$ cat src/rtl/result_matrix_collector.sv
// result_matrix_collector
//   Sink for the sequential matrix multiplier. Every z_in/z_i/z_j beat taken on
//   the z_stb/z_ack handshake is written into an m x m array of 32-bit words.
//   Later beats overwrite earlier ones, so each cell ends up holding its final sum.
//   The block counts accepted beats and flags completion after m*m*m beats.
//   Any cell can be read through a registered random-read port.
//
// Optional feature: define RESULT_STREAM_EN to add a valid/ready stream port.
//   When enabled, the finished matrix is replayed once, in row-major order,
//   after matrix_valid rises.
//
// Ports
//   clk, rst          rising-edge clock; asynchronous active-high reset
//   clear             synchronous clear of counter, flags, FSM and stream
//                     (array contents are kept)
//   z_in, z_i, z_j    result word and its row/column index
//   z_stb, z_ack      producer strobe (held until acked) / one-cycle acknowledge
//   rd_i, rd_j        read address
//   rd_data           registered read data, 1-cycle latency
//   beat_count        accepted beats since reset/clear, saturating at m*m*m
//   matrix_valid      high once beat_count reaches m*m*m
//   overrun           sticky: a beat was accepted while matrix_valid was high
//   st_* (RESULT_STREAM_EN only)
//                     st_data, st_i, st_j, st_valid, st_last out; st_ready in

module result_matrix_collector #(
  parameter int m     = 4,
  parameter int m_len = $clog2(m),
  parameter int CNT_W = $clog2(m*m*m+1)
) (
  input  logic             clk,
  input  logic             rst,
  input  logic             clear,
  input  logic [31:0]      z_in,
  input  logic [m_len-1:0] z_i,
  input  logic [m_len-1:0] z_j,
  input  logic             z_stb,
  output logic             z_ack,
  input  logic [m_len-1:0] rd_i,
  input  logic [m_len-1:0] rd_j,
  output logic [31:0]      rd_data,
  output logic [CNT_W-1:0] beat_count,
  output logic             matrix_valid,
  output logic             overrun
`ifdef RESULT_STREAM_EN
  ,
  output logic [31:0]      st_data,
  output logic [m_len-1:0] st_i,
  output logic [m_len-1:0] st_j,
  output logic             st_valid,
  output logic             st_last,
  input  logic             st_ready
`endif
);

  localparam logic [CNT_W-1:0] BEAT_MAX = CNT_W'(m*m*m);
  localparam logic [m_len-1:0] LAST_IDX = m_len'(m-1);

  typedef enum logic [1:0] {
    S_IDLE,
    S_ACK,
    S_WAIT_LOW
  } state_t;

  state_t      state;
  state_t      state_next;
  logic        accept;
  logic        stream_busy;
  logic        wr_in_range;
  logic        rd_in_range;
  logic [31:0] arr [m][m];

  // When m is not a power of two, the index fields can name cells that
  // do not exist. Such beats are still acked and counted, but not stored.
  assign wr_in_range = (int'(z_i) < m) && (int'(z_j) < m);
  assign rd_in_range = (int'(rd_i) < m) && (int'(rd_j) < m);

  // Handshake state register.
  always_ff @(posedge clk or posedge rst) begin
    if (rst) begin
      state <= S_IDLE;
    end else begin
      state <= state_next;
    end
  end

  // Next-state logic.
  // A beat is only taken from S_IDLE. The S_ACK / S_WAIT_LOW guard stops
  // a strobe that is still held high from being captured a second time.
  // clear wins over a same-cycle strobe; the strobe is taken on the next cycle.
  always_comb begin
    state_next = state;
    accept     = 1'b0;
    if (clear) begin
      state_next = S_IDLE;
    end else begin
      case (state)
        S_IDLE: begin
          if (z_stb && !stream_busy) begin
            accept     = 1'b1;
            state_next = S_ACK;
          end
        end
        S_ACK: begin
          state_next = S_WAIT_LOW;
        end
        S_WAIT_LOW: begin
          if (!z_stb) begin
            state_next = S_IDLE;
          end
        end
        default: begin
          state_next = S_IDLE;
        end
      endcase
    end
  end

  // Acknowledge pulse, beat counter and completion/overrun flags.
  // The count stops advancing once matrix_valid is set. That is what makes
  // it saturate. Any further beat only raises overrun.
  always_ff @(posedge clk or posedge rst) begin
    if (rst) begin
      z_ack        <= 1'b0;
      beat_count   <= '0;
      matrix_valid <= 1'b0;
      overrun      <= 1'b0;
    end else if (clear) begin
      z_ack        <= 1'b0;
      beat_count   <= '0;
      matrix_valid <= 1'b0;
      overrun      <= 1'b0;
    end else begin
      z_ack <= accept;
      if (accept) begin
        if (matrix_valid) begin
          overrun <= 1'b1;
        end else begin
          beat_count <= beat_count + 1'b1;
          if (beat_count == BEAT_MAX - 1'b1) begin
            matrix_valid <= 1'b1;
          end
        end
      end
    end
  end

  // Result storage. Only reset clears it; clear leaves the old results
  // readable.
  always_ff @(posedge clk or posedge rst) begin
    if (rst) begin
      for (int a = 0; a < m; a++) begin
        for (int b = 0; b < m; b++) begin
          arr[a][b] <= '0;
        end
      end
    end else if (accept && wr_in_range) begin
      arr[z_i][z_j] <= z_in;
    end
  end

  // Registered read port. A read of a cell being written on the same edge
  // returns the value from before the write.
  always_ff @(posedge clk or posedge rst) begin
    if (rst) begin
      rd_data <= '0;
    end else begin
      rd_data <= rd_in_range ? arr[rd_i][rd_j] : 32'h0;
    end
  end

`ifdef RESULT_STREAM_EN
  logic             stream_active;
  logic             stream_done;
  logic             stream_start;
  logic [m_len-1:0] nxt_i;
  logic [m_len-1:0] nxt_j;
  logic             nxt_last;

  // stream_done limits the replay to one per completion. Only clear or
  // reset re-arms it, and both of those also drop matrix_valid.
  assign stream_start = matrix_valid && !stream_done && !stream_active;

  // Block new beats from the cycle the replay is about to start until the
  // last word has been taken.
  assign stream_busy  = stream_active || stream_start;

  // Row-major successor of the cell currently presented.
  always_comb begin
    nxt_i = st_i;
    nxt_j = st_j + 1'b1;
    if (st_j == LAST_IDX) begin
      nxt_i = st_i + 1'b1;
      nxt_j = '0;
    end
    nxt_last = (nxt_i == LAST_IDX) && (nxt_j == LAST_IDX);
  end

  // Stream output registers. A word stays stable until it is taken
  // (st_valid && st_ready). The next word is then loaded straight from
  // the array. No beats are accepted during the replay, so the array
  // cannot change under it.
  always_ff @(posedge clk or posedge rst) begin
    if (rst) begin
      stream_active <= 1'b0;
      stream_done   <= 1'b0;
      st_data       <= '0;
      st_i          <= '0;
      st_j          <= '0;
      st_valid      <= 1'b0;
      st_last       <= 1'b0;
    end else if (clear) begin
      stream_active <= 1'b0;
      stream_done   <= 1'b0;
      st_data       <= '0;
      st_i          <= '0;
      st_j          <= '0;
      st_valid      <= 1'b0;
      st_last       <= 1'b0;
    end else if (stream_start) begin
      stream_active <= 1'b1;
      stream_done   <= 1'b1;
      st_data       <= arr[0][0];
      st_i          <= '0;
      st_j          <= '0;
      st_valid      <= 1'b1;
      st_last       <= (m == 1);
    end else if (stream_active && st_valid && st_ready) begin
      if (st_last) begin
        stream_active <= 1'b0;
        st_valid      <= 1'b0;
        st_last       <= 1'b0;
      end else begin
        st_i    <= nxt_i;
        st_j    <= nxt_j;
        st_data <= arr[nxt_i][nxt_j];
        st_last <= nxt_last;
      end
    end
  end
`else
  assign stream_busy = 1'b0;
`endif

endmodule
$ cat config.mk
export PLATFORM = sky130hd
export DESIGN_NAME = result_matrix_collector
export DESIGN_NICKNAME = d
export VERILOG_FILES = /design/src/rtl/result_matrix_collector.sv
export SDC_FILE = /design/constraint.sdc
export NUM_CORES = 1
export LEC_CHECK = 0
export ABC_AREA = 1
export BUFFER_PORTS_ARGS = -buffer_cell sky130_fd_sc_hd__buf_4
export CORE_MARGIN = 10
export CORE_UTILIZATION = 53
export DETAILED_ROUTE_END_ITERATION = 12
export PLACE_DENSITY_LB_ADDON = 0.25
export SLEW_MARGIN = 0
export SYNTH_ARGS = -nofsm -noshare
export SYNTH_HDL_FRONTEND = slang
export SYNTH_SLANG_ARGS = --single-unit
$ cat constraint.sdc
create_clock -name clk -period 28.1 [get_ports clk]
set_clock_uncertainty 0.1 [all_clocks]
set_input_delay 1.405 -clock clk [delete_from_list [all_inputs] [get_ports clk]]
set_output_delay 1.405 -clock clk [all_outputs]
set_load 0.005 [all_outputs]
---- Word-level counts from Yosys, hierarchy flattened ----
Index checks and enable logic that the tools add are counted.
cells by class
  add/subtract/negate cells ............... 1
  reductions and logical operators ........ 8
  bitwise operators ....................... 4
  magnitude comparators ................... 6
  multiplexer cells ....................... 29
  equality and inequality tests ........... 6
operators with widths
  operator               number
  $bwmux W512            1
  $mux W128              3
  $bmux W128 S2          1
  $demux W128 S2         1
  $mux W32               3
  $bmux W32 S2           1
  $demux W32 S2          1
  $mux W7                3
  $ge A3 B3 Y1 const B   4
  $not A2 Y3             4
  $mux W1                11
  $add A7 B1 Y7 const B  1
  $eq A7 B6 Y1 const B   1
  $lt A3 B1 Y1 const B   2
  $mux W2                3
  $ne A3 B3 Y1 const B   2
  $pmux W2 S3            1
  $reduce_and A2 Y1      3
  $reduce_bool A2 Y1     2
  $eq A2 B1 Y1 const B   1
  $eq A2 B2 Y1 const B   1
  $logic_and A1 B1 Y1    2
  $logic_not A2 Y1       1
  $ne A2 B2 Y1 const B   1
word-level totals
  bits in registers ....................... 556
  output and inout bits ................... 42

---- Depth between registers and ports, before layout ----
Gate-level depths: netlist of run 1.
  depth after elaboration ................. 8
  mapped depth ............................ 10
  gate-level depth less buffers ........... 8

---- Least setup slack after synthesis of run 1 ----
Ideal clock, no wire load.
  path kind ............................... in2reg
  from .................................... input port rd_i[0]
  to ...................................... register rd_data[11]
  arrival time ............................ 2.303 ns
  path buffers ............................ 3
  path slack .............................. 25.579 ns
  stages .................................. 8
  path through ............................ buf_2 buf_2 clkbuf_1 nand2_1 nand3_1 nand3_1 nand3_1 nand2_1
between the ends
  word-level cells in the longest chain between the ends .. 7
RTL lines
  what                                           RTL line  source
  from (decl)                                    39        input logic [m_len-1:0] rd_i,
  $not A2 Y3 (implied by the code)               168       rd_data <= rd_in_range ? arr[rd_i][rd_j] : 32'h0;
  $bmux W128 S2                                  168
  $mux W128 (implied by the code) (2 in series)  168
  $bmux W32 S2                                   168
  $mux W32 (implied by the code) (2 in series)   168
  to (signal assigned)                           168
  to (decl)                                      41        output logic [31:0] rd_data,
Every way passes these cells. The select of a mux whose other input is x is not followed.
A chain may end at the register's enable or synchronous reset.

==> results.md, run 1 <==
- Required time of the critical path: 28590 ps
- Die ar.: 59400 um^2
- Total Wirelength: 71.5 mm
- H-tree depth: 2
- Slew @ Worst Pin: 1270 ps
- Final hold slack: 378 ps
- CP arrival: 4780 ps
- Crit path max fanout: 118
- CP startpoint kind: input port
- Number of setup buffers added after CTS: 0
- Pwr dens: 76.3 nW/um^2
- Setup slack after layout: 23810 ps
- Max incr delay on CP: 900 ps
- Row count: 81
- Avg Inst Size Synth: 7.60 um^2
- Seq/Total Area, Yosys: 52.5%
- Grt total ovfl: 0
- Simple-gate share of the synthesized area: 25.9%
- Die Width: 244 um
- Post-synthesis mux area share: 0%
- Pleak: 14.2 nW
- Syn Nets: 3536
- # setup viols final: 0
- Worst path slowest cell: buf_4
- Post-DP HPWL: 36.5 mm
- Max IR drop VDD: 54.0 uV
- Final #Nets: 3444
- Initial antenna violation count: 3
- Die Y: 244 um
- Clk_lat worst skew: 620 ps
- GRT Util Overall: 24.0%
- Initial core utilization: 53.9%
- Hold Fails Final Rpt: 0
- Period minus WS final: 4290 ps
- Area grow syn2layout: 8.93%
- Vias in the first global route: 21.5k
- Instance count on the critical path: 5
- Slew Viols, Final: 0
- Wire per inst: 17.4 um
- RSZ-0062 raised after global routing: no
- Worst slack at placement: 22940 ps
- Synth Area in Adders: 0.0472%
- #FFs+latches synth: 556
- Placer's final routability congestion estimate: 0.790
- Fmax achieved: 233 MHz
- Synth warn: 0
- Critical Path End Type: async pin
- Max Cap Viol: 0
- Worst r2r path cells: 7
- CTS buffer count: 58
- CTS max path bufs: 3
- Syn Inst Count: 3491
- CTS tree: done
- Hold Crit Class: reg2reg
- Slew HR: 15.5%
- Drc violations: 0
- Routed Antenna Nets: 0
- CP Cell Sequence: buf_4 -> inv_8 -> buf_4 -> buf_4 -> buf_4
- Finished Core Util: 58.7%
- IO buf count: 85
- CTS root buf: clkbuf_16
- Cell repeated most along the worst path: buf_4
- Clk sinks: 556
- Number of hold buffers added after CTS: 0
- Post-Syn Area: 26500 um^2
- Compound-Gate Fraction of Synth Area: 9.30%
- Period utilisation layout: 15.3%
- Share of layout cells above drive strength 1: 6.59%
- Boundary Pins: 86
- Vias per inst: 5.40
- DR vias: 22.2k
- Synth unique cells: 27
- Crit Path Class: in2async
- Top Family by Delay on Critical Path: buffers and inverters
- Hold Crit Depth: 2
- Core area: 49300 um^2
- XOR/XNOR share of the synthesized area: 0.0330%
- Main combinational cell family by area after synthesis: simple AND/OR/NAND/NOR gates
- Setup_tns: 0 ps
- Outcome: completed
- Post_cts resized: 0
- Tot Pwr: 2.20 mW
- Worst Path Buf+Inv: 5
- First-pass GRT wire length: 115 mm
- Clk pin slew, worst setup/hold paths: 60 ps
- DRT iter0 DRCs: 2397
- Largest net degree at the start of global routing: 256
- First-pass iteration count of the detailed router: 5
## area by class of cell
cell class	instances	area [um^2]
Clock inverter	16	161
Sequential cell	556	13900
Multi-Input combinational cell	2137	9370
Antenna cell	2	5.00
Inverter	531	2020
Fill cell	4377	20400
Clock buffer	88	1730
Tap cell	664	831
Timing Repair Buffer	115	870
## power by group
part	internal [mW]	switching [mW]
Clock	0.448	0.314
Combinational	0.138	0.256
Sequential	0.992	0.0544
Total	1.58	0.625
## flip-flops by register name, indices dropped and copies added (netlist names)
register / cells
arr: 512
beat_count: 7
matrix_valid: 1
overrun: 1
rd_data: 32
state: 2
z_ack: 1
## per-stage QoR
step                      cells  area [um^2]
after CTS                  4107        28900
after floorplan            3491        26500
after detailed placement   4003        27000
after global placement     4003        27000
after global routing       4109        28900
final                      4109        28900
## synthesized netlist by cell type
cell type,instances,area (um^2)
ha_1,1,12.5
o21ai_0,441,2210
buf_2,128,641
nor2_8,1,20.0
nor3_4,1,16.3
nor2_1,13,48.8
o211ai_1,1,7.51
a211oi_1,1,7.51
buf_6,5,56.3
o21ai_1,44,220
nand3_1,452,2260
inv_2,3,11.3
o31ai_1,2,15.0
buf_1,29,109
nor3_1,1,5.00
a21oi_1,2,10.0
clkbuf_1,92,345
nand3_2,1,10.0
dfrtp_1,556,13900
buf_4,13,97.6
xnor2_1,1,8.76
nand2_2,1,6.26
nor2_2,1,6.26
inv_1,527,1980
clkinv_1,1,3.75
nor2_4,14,158
nand2_1,1159,4350
## logic make-up after synthesis
kind of cell | count (synthesis)
flip-flops | 556
AO/OA/AOI/OAI | 491
buffers and inverters | 798
AND/OR/NAND/NOR | 1644
adder cells (fa/ha/maj) | 1
XOR/XNOR | 1
## tightest hold or removal path: stages (launching register included)
cell	delay [ps]
dfrtp_1	340
nand2_1	50
nand2_1	50
## metal layers
metal / global-route usage [%] / vias up / routed length (um)
li1: - / 10500 / -
met2: 40.2 / 856 / 34000
met1: 31.4 / 10700 / 30200
met4: 7.20 / 2 / 1730
met3: 4.05 / 131 / 5540
met5: 0 / - / 20
## cells in the final DEF, fill, tap and decap left out, types with 2 or more instances in the layout
cell type / n
clkbuf_16: 61
clkinv_1: 2
o21ai_0: 441
nand3_1: 452
dfrtp_1: 556
nor2_1: 13
diode_2: 2
nor2_4: 14
bufinv_16: 3
clkbuf_8: 11
o21ai_1: 44
buf_4: 114
inv_1: 523
inv_2: 3
clkinv_2: 11
clkbuf_1: 17
a21oi_1: 2
o31ai_1: 2
nand2_1: 1159
## path summary, 6_finish.rpt
path | start | end | slack, ps
setup / recovery | rst | arr[452] | 23810
hold / removal | arr[19] | arr[19] | 380
min in group asynchronous | rst | arr[53] | 800
max in group clk | rd_i[0] | rd_data[20] | 24230
setup reg to reg | state[0] | arr[326] | 25060
hold reg to reg | arr[19] | arr[19] | 380
No activity file was read; power rests on OpenSTA's default activity.
==> inputs of run 2 (changes only) <==
- ABC_AREA: 1 -> 0
- clock period: 28.1 -> 3.75 ns (I/O delays scaled with it)
==> run 2 against run 1 <==
Against the previous run:
- non-clock buffer count increased by 62
- largest power group unchanged
- final cell count is 45% lower
- cell area grew 0.48%
- hold slack worse by 280 ps
- power rose to 7.3 times the previous value
- critical endpoint is now arr[291]
- core utilization rose by 2.3 points
- wire length down 21%
==> results.md, run 2 <==
- Outcome: completed
- Syn Nets: 1537
- Post-DP HPWL: 33.7 mm
- Worst slack at placement: 648 ps
- Area share of the largest cell type after synthesis: 54.5%
- Dominant synthesized flop cell: dfrtp_1
- Clk_lat worst skew: 610 ps
- Max IR drop VDD: 448 uV
- Max Cap Viol: 0
- Die Y: 239 um
- Largest reg by FF count: arr
- CP startpoint kind: flip-flop
- Pwr dens: 553 nW/um^2
- Seq/Total Area, Yosys: 54.5%
- Hold Crit Class: in2reg
- First-pass iteration count of the detailed router: 5
- Fill cells: 3534
- Wire per inst: 25.0 um
- DRT iter0 DRCs: 782
- Slew Viols, Final: 0
- CTS tree: done
- Post-DP Area: 26700 um^2
- DR vias: 13.4k
- Initial antenna violation count: 2
- Top-count cell post-synth: dfrtp_1
- Synth async-reset ratio: 100%
- RSZ-0062 raised after global routing: no
- Post-Syn Area: 25500 um^2
- CP Cell Sequence: or4b_1 -> clkinv_2 -> nand4_4 -> buf_12 -> mux2_4
- Required time of the critical path: 4130 ps
- First-pass GRT wire length: 90.8 mm
- Clk pin slew, worst setup/hold paths: 60 ps
- Pleak: 14.1 nW
- Top Family by Delay on Critical Path: simple AND/OR/NAND/NOR gates
- Max incr delay on CP: 850 ps
- EDFF count, synth: 0
- # setup viols final: 0
- Commonest cells post-synth: 556 x dfrtp_1, 246 x mux2_2, 240 x mux2_4
- Synth warn: 0
- Vias in the first global route: 14.8k
- Hold Fails Final Rpt: 0
- Leading area contributor after synthesis: dfrtp_1
- CTS root buf: clkbuf_16
- Worst path slowest cell: or4b_1
- Syn Inst Count: 1492
- Synth unique cells: 40
- Most frequent cells in the layout: 556 x dfrtp_1, 246 x mux2_2, 240 x mux2_4, 128 x mux4_2, 128 x buf_4
- Synth area leaders: dfrtp_1 55%, mux2_4 14%, mux4_2 11%
- Share of layout cells above drive strength 1: 52.6%
- GRT Util Overall: 20.4%
- Max reg flops: 512
- CP arrival: 3500 ps
- Critical Path End Type: flip-flop
- Vias per inst: 5.93
- Slew @ Worst Pin: 1240 ps
- Crit path max fanout: 20
- Grt total ovfl: 0
- Largest registers: arr: 512 flops, rd_data: 32 flops, beat_count: 7 flops
- Initial core utilization: 53.5%
- Setup slack after layout: 627 ps
- Commonest non-fill, non-tap cell in the layout: dfrtp_1
- Total Wirelength: 56.5 mm
- Fin area: 29000 um^2
- Die Width: 239 um
- Final #Nets: 1643
- Period utilisation layout: 83.3%
- Crit Path Class: reg2reg
- Post_cts resized: 0
- CTS buffer count: 58
- H-tree depth: 2
- Slew HR: 17.0%
- Worst Path Buf+Inv: 2
- #FFs+latches synth: 556
- Boundary Pins: 86
- Core area: 47600 um^2
- Avg Inst Size Synth: 17.1 um^2
- Placer's final routability congestion estimate: 0.772
- Area grow syn2layout: 13.8%
- Drc violations: 0
- CTS max path bufs: 3
- Fmax achieved: 320 MHz
- Die ar.: 57300 um^2
- Row count: 80
- Internal reg-to-reg setup slack: 630 ps
- Period minus WS final: 3120 ps
- IO buf count: 85
- Routed Antenna Nets: 0
- Clk sinks: 556
- Largest net degree at the start of global routing: 135
==> run 2: layer usage <==
layer | global-route usage, % | routed length, um | part of all wire, %
met1 | 29.1 | 26600 | 47
met2 | 31.8 | 26400 | 47
met3 | 3.23 | 2190 | 3.9
met4 | 5.83 | 1260 | 2.2
met5 | 0 | 7 | 0.012
==> run 2: final cells by class <==
class	instances	area, um^2	area share [%]
Antenna cell	1	2.50	0.00862
Clock buffer	93	1780	6.12
Clock inverter	14	174	0.599
Inverter	7	31.3	0.108
Multi-Input combinational cell	798	10800	37.2
Sequential cell	556	13900	47.9
Tap cell	615	769	2.65
Timing Repair Buffer	177	1580	5.43
==> run 2: tightest hold or removal path: cells and delay by family <==
kind            cells  cell delay, ps
compound gates      1             220
buf+inv             1             120
simple gates        2             230
==> run 2: cells by family (layout without fill, tap and decap cells) <==
group                      count (synthesis)  count (layout)  share of synthesized area, %
buffers and inverters                    138             291                          3.24
muxes                                    643             643                          37.6
AOI/OAI and AO/OA                         73              73                          2.08
other                                      0               1                             0
adders and majority gates                  1               1                        0.0490
xor gates and xnor gates                   1               1                        0.0343
DFF                                      556             556                          54.5
and+or+nand+nor                           80              80                          2.48
==> run 2: repair_timing <==
item,in CTS,in global routing
setup buffers,0,0
endpoints found under the hold margin,545,0
hold buffers,35,0
==> run 2: per-stage QoR <==
step | total power, mW | util, % | setup TNS (ps) | hold slack (ps) | instances
6_report | 16.1 | 60.9 | 0 | 93.3 | 2261
5_1_grt | 16.8 | 60.9 | 0 | 120 | 2261
4_1_cts | 16.2 | 60.9 | 0 | 75.2 | 2260
3_5_place_dp | 10.3 | 56.1 | 0 | 239 | 2118
3_3_place_gp | 10.2 | 56.1 | 0 | 233 | 2118
2_1_floorplan | 9.60 | - | -2282530 | 222 | 1492
==> run 2: path summary, 6_finish.rpt <==
check | start | to | depth (start not counted)
min in group asynchronous | rst | rd_data[20] | 3
setup / recovery | state[0] | arr[291] | 5
max in group asynchronous | rst | arr[346] | 4
setup reg to reg | state[0] | arr[291] | 5
hold reg to reg | arr[246] | arr[246] | 1
hold / removal | rd_j[0] | rd_data[15] | 4
==> run 2: report_power, final <==
part / internal [mW] / switching, mW / total, mW
Sequential: 7.10 / 0.560 / 7.66
Combinational: 1.70 / 0.865 / 2.56
Clock: 3.50 / 2.35 / 5.84
Total: 12.3 / 3.77 / 16.1
==> inputs of run 3 (changes only) <==
- clock period: 3.75 -> 2.85 ns (I/O delays scaled with it)
==> run 3 against run 2 <==
Against the previous run:
- via count is 0.29% higher
- flip-flop and latch count unchanged
- non-clock buffer count increased by 10
- critical path type unchanged
- first-iteration DRC count increased by 5.0%
- die area unchanged
- maximum frequency up 21%
- hold slack lost 5.5 ps
- core utilization increased by 0.28 points
- count of clock-buffer cells in the layout shrank 5
- final cell count is 0.27% higher
- largest cell class unchanged
==> results.md, run 3 (synthesized netlist as in run 2, its figures left out) <==
- RSZ-0062 raised after global routing: no
- Post_cts resized: 0
- Period minus WS final: 2570 ps
- Vias in the first global route: 14.9k
- Worst path slowest cell: or4b_1
- Max Cap Viol: 0
- Worst r2r path cells: 6
- Pleak: 14.2 nW
- Critical R2R Launch: state[0]
- Placer's final routability congestion estimate: 0.759
- Busiest layer in global routing: met2
- Row count: 80
- CTS buffer count: 58
- Met2 Usage GRT: 32.7%
- H-tree depth: 2
- Slew HR: 42.9%
- CTS root buf: clkbuf_16
- Hold EP: rd_data[3]
- Cell repeated most along the worst path: buf_4
- Slew Viols, Final: 0
- First-pass iteration count of the detailed router: 4
- Worst slack at placement: 288 ps
- Initial core utilization: 53.5%
- Crit path max fanout: 18
- Core area: 47600 um^2
- Setup slack after layout: 279 ps
- Hold Crit Depth: 4
- Commonest non-fill, non-tap cell in the layout: dfrtp_1
- Drc violations: 0
- CTS tree: done
- GRT Util Overall: 20.5%
- Clk sinks: 556
- Internal reg-to-reg setup slack: 280 ps
- Required time of the critical path: 3240 ps
- Max IR drop VDD: 582 uV
- Period utilisation layout: 90.2%
- Routed Antenna Nets: 0
- Number of hold buffers added after CTS: 37
- Wire per inst: 24.9 um
- Share of layout cells above drive strength 1: 53.0%
- Most frequent cells in the layout: 556 x dfrtp_1, 246 x mux2_2, 240 x mux2_4, 128 x mux4_2, 128 x buf_4
- Post-DP Area: 26900 um^2
- # setup viols final: 0
- CP startpoint kind: flip-flop
- Fmax achieved: 389 MHz
- First-pass GRT wire length: 91.3 mm
- Clk pin slew, worst setup/hold paths: 60 ps
- CTS max path bufs: 3
- Number of setup buffers added after CTS: 0
- Final #Nets: 1653
- Max reg flops: 512
- Ant diodes: 0
- Max incr delay on CP: 670 ps
- Met3 GRT Util: 4.67%
- DRT iter0 DRCs: 821
- Clk_lat worst skew: 610 ps
- Crit Path Class: reg2reg
- Largest registers: arr: 512 flops, rd_data: 32 flops, beat_count: 7 flops
- DR vias: 13.5k
- Post-DP HPWL: 33.9 mm
- Hold Fails Final Rpt: 0
- CP arrival: 2960 ps
- Die Width: 239 um
- Pwr dens: 721 nW/um^2
- IO buf count: 85
- R2r endpoint: arr[444]
- Hold_sp: rd_j[1]
- Outcome: completed
- Critical Path End Type: flip-flop
- CP Cell Sequence: or4b_1 -> clkinv_2 -> buf_4 -> nand4_4 -> buf_4 -> mux2_4
- Largest reg by FF count: arr
- Die ar.: 57300 um^2
- Initial antenna violation count: 4
- Vias per inst: 5.94
- Largest net degree at the start of global routing: 150
- Area grow syn2layout: 14.4%
- Grt total ovfl: 0
- Slew @ Worst Pin: 857 ps
- Hold Crit Class: in2reg
- Total Wirelength: 56.6 mm
- Fill cells: 3471
- Fin area: 29200 um^2
- Routing usage on met1: 28.4%
- Die Y: 239 um
- Boundary Pins: 86
- Tot Pwr: 21.0 mW
-- run 3: cell types whose count changed in the layout (fill, tap and decap cells not counted) --
cell and change:
clkinvlp_4 +2, clkinv_4 -1, diode_2 -1, clkbuf_8 -1, buf_12 +8, clkbuf_1 -4, dlygate4sd3_1 +2, clkinv_2 +2
bufinv_16 -1
-- run 3: through the flow --
| stage | std cells | hold slack, ps | utilization [%] | setup TNS, ps |
|---|---|---|---|---|
| after floorplan | 1492 | 177 | - | -2757910 |
| after global placement | 2126 | 306 | 56.4 | 0 |
| after detailed placement | 2126 | 312 | 56.4 | 0 |
| after CTS | 2267 | 63.2 | 61.2 | 0 |
| after global routing | 2267 | 97.5 | 61.2 | 0 |
| final | 2267 | 87.8 | 61.2 | 0 |
-- run 3: final cells by class --
class | instances | area (um^2) | share of cell area [%]
Sequential cell | 556 | 13900 | 47.7
Multi-Input combinational cell | 798 | 10800 | 37.0
Timing Repair Buffer | 187 | 1760 | 6.02
Clock buffer | 88 | 1750 | 5.99
Tap cell | 615 | 769 | 2.64
Clock inverter | 16 | 160 | 0.549
Inverter | 7 | 31.3 | 0.107
-- run 3: how the worst max path moves through the flow --
stage / slack, ps / endpoint / depth (start not counted) / start
floorplan: -4960 / arr[0] / 1 / rst
global placement: 360 / arr[450] / 5 / state[0]
detailed placement: 290 / arr[235] / 5 / state[0]
CTS: 290 / arr[235] / 5 / state[0]
global route: 200 / arr[477] / 5 / state[0]
finish: 280 / arr[444] / 6 / state[0]
-- run 3: per-layer routing --
layer	routed length [um]	vias to the layer above
met1	25800	7351
met4	812	6
li1	-	5794
met5	33	-
met2	27200	228
met3	2730	76
-- run 3: worst max-delay path, delay by kind of cell, from the launching register on --
family,cells,cell delay (ps)
buf+inv,3,810
flops,1,420
mux,1,340
simple gates,2,760
-- run 3: power breakdown --
group	internal [mW]	switching, mW	leakage (nW)
clock	4.47	3.11	0.941
sequential	9.34	0.726	7.25
combinational	2.24	1.15	5.99
total	16.1	4.99	14.2
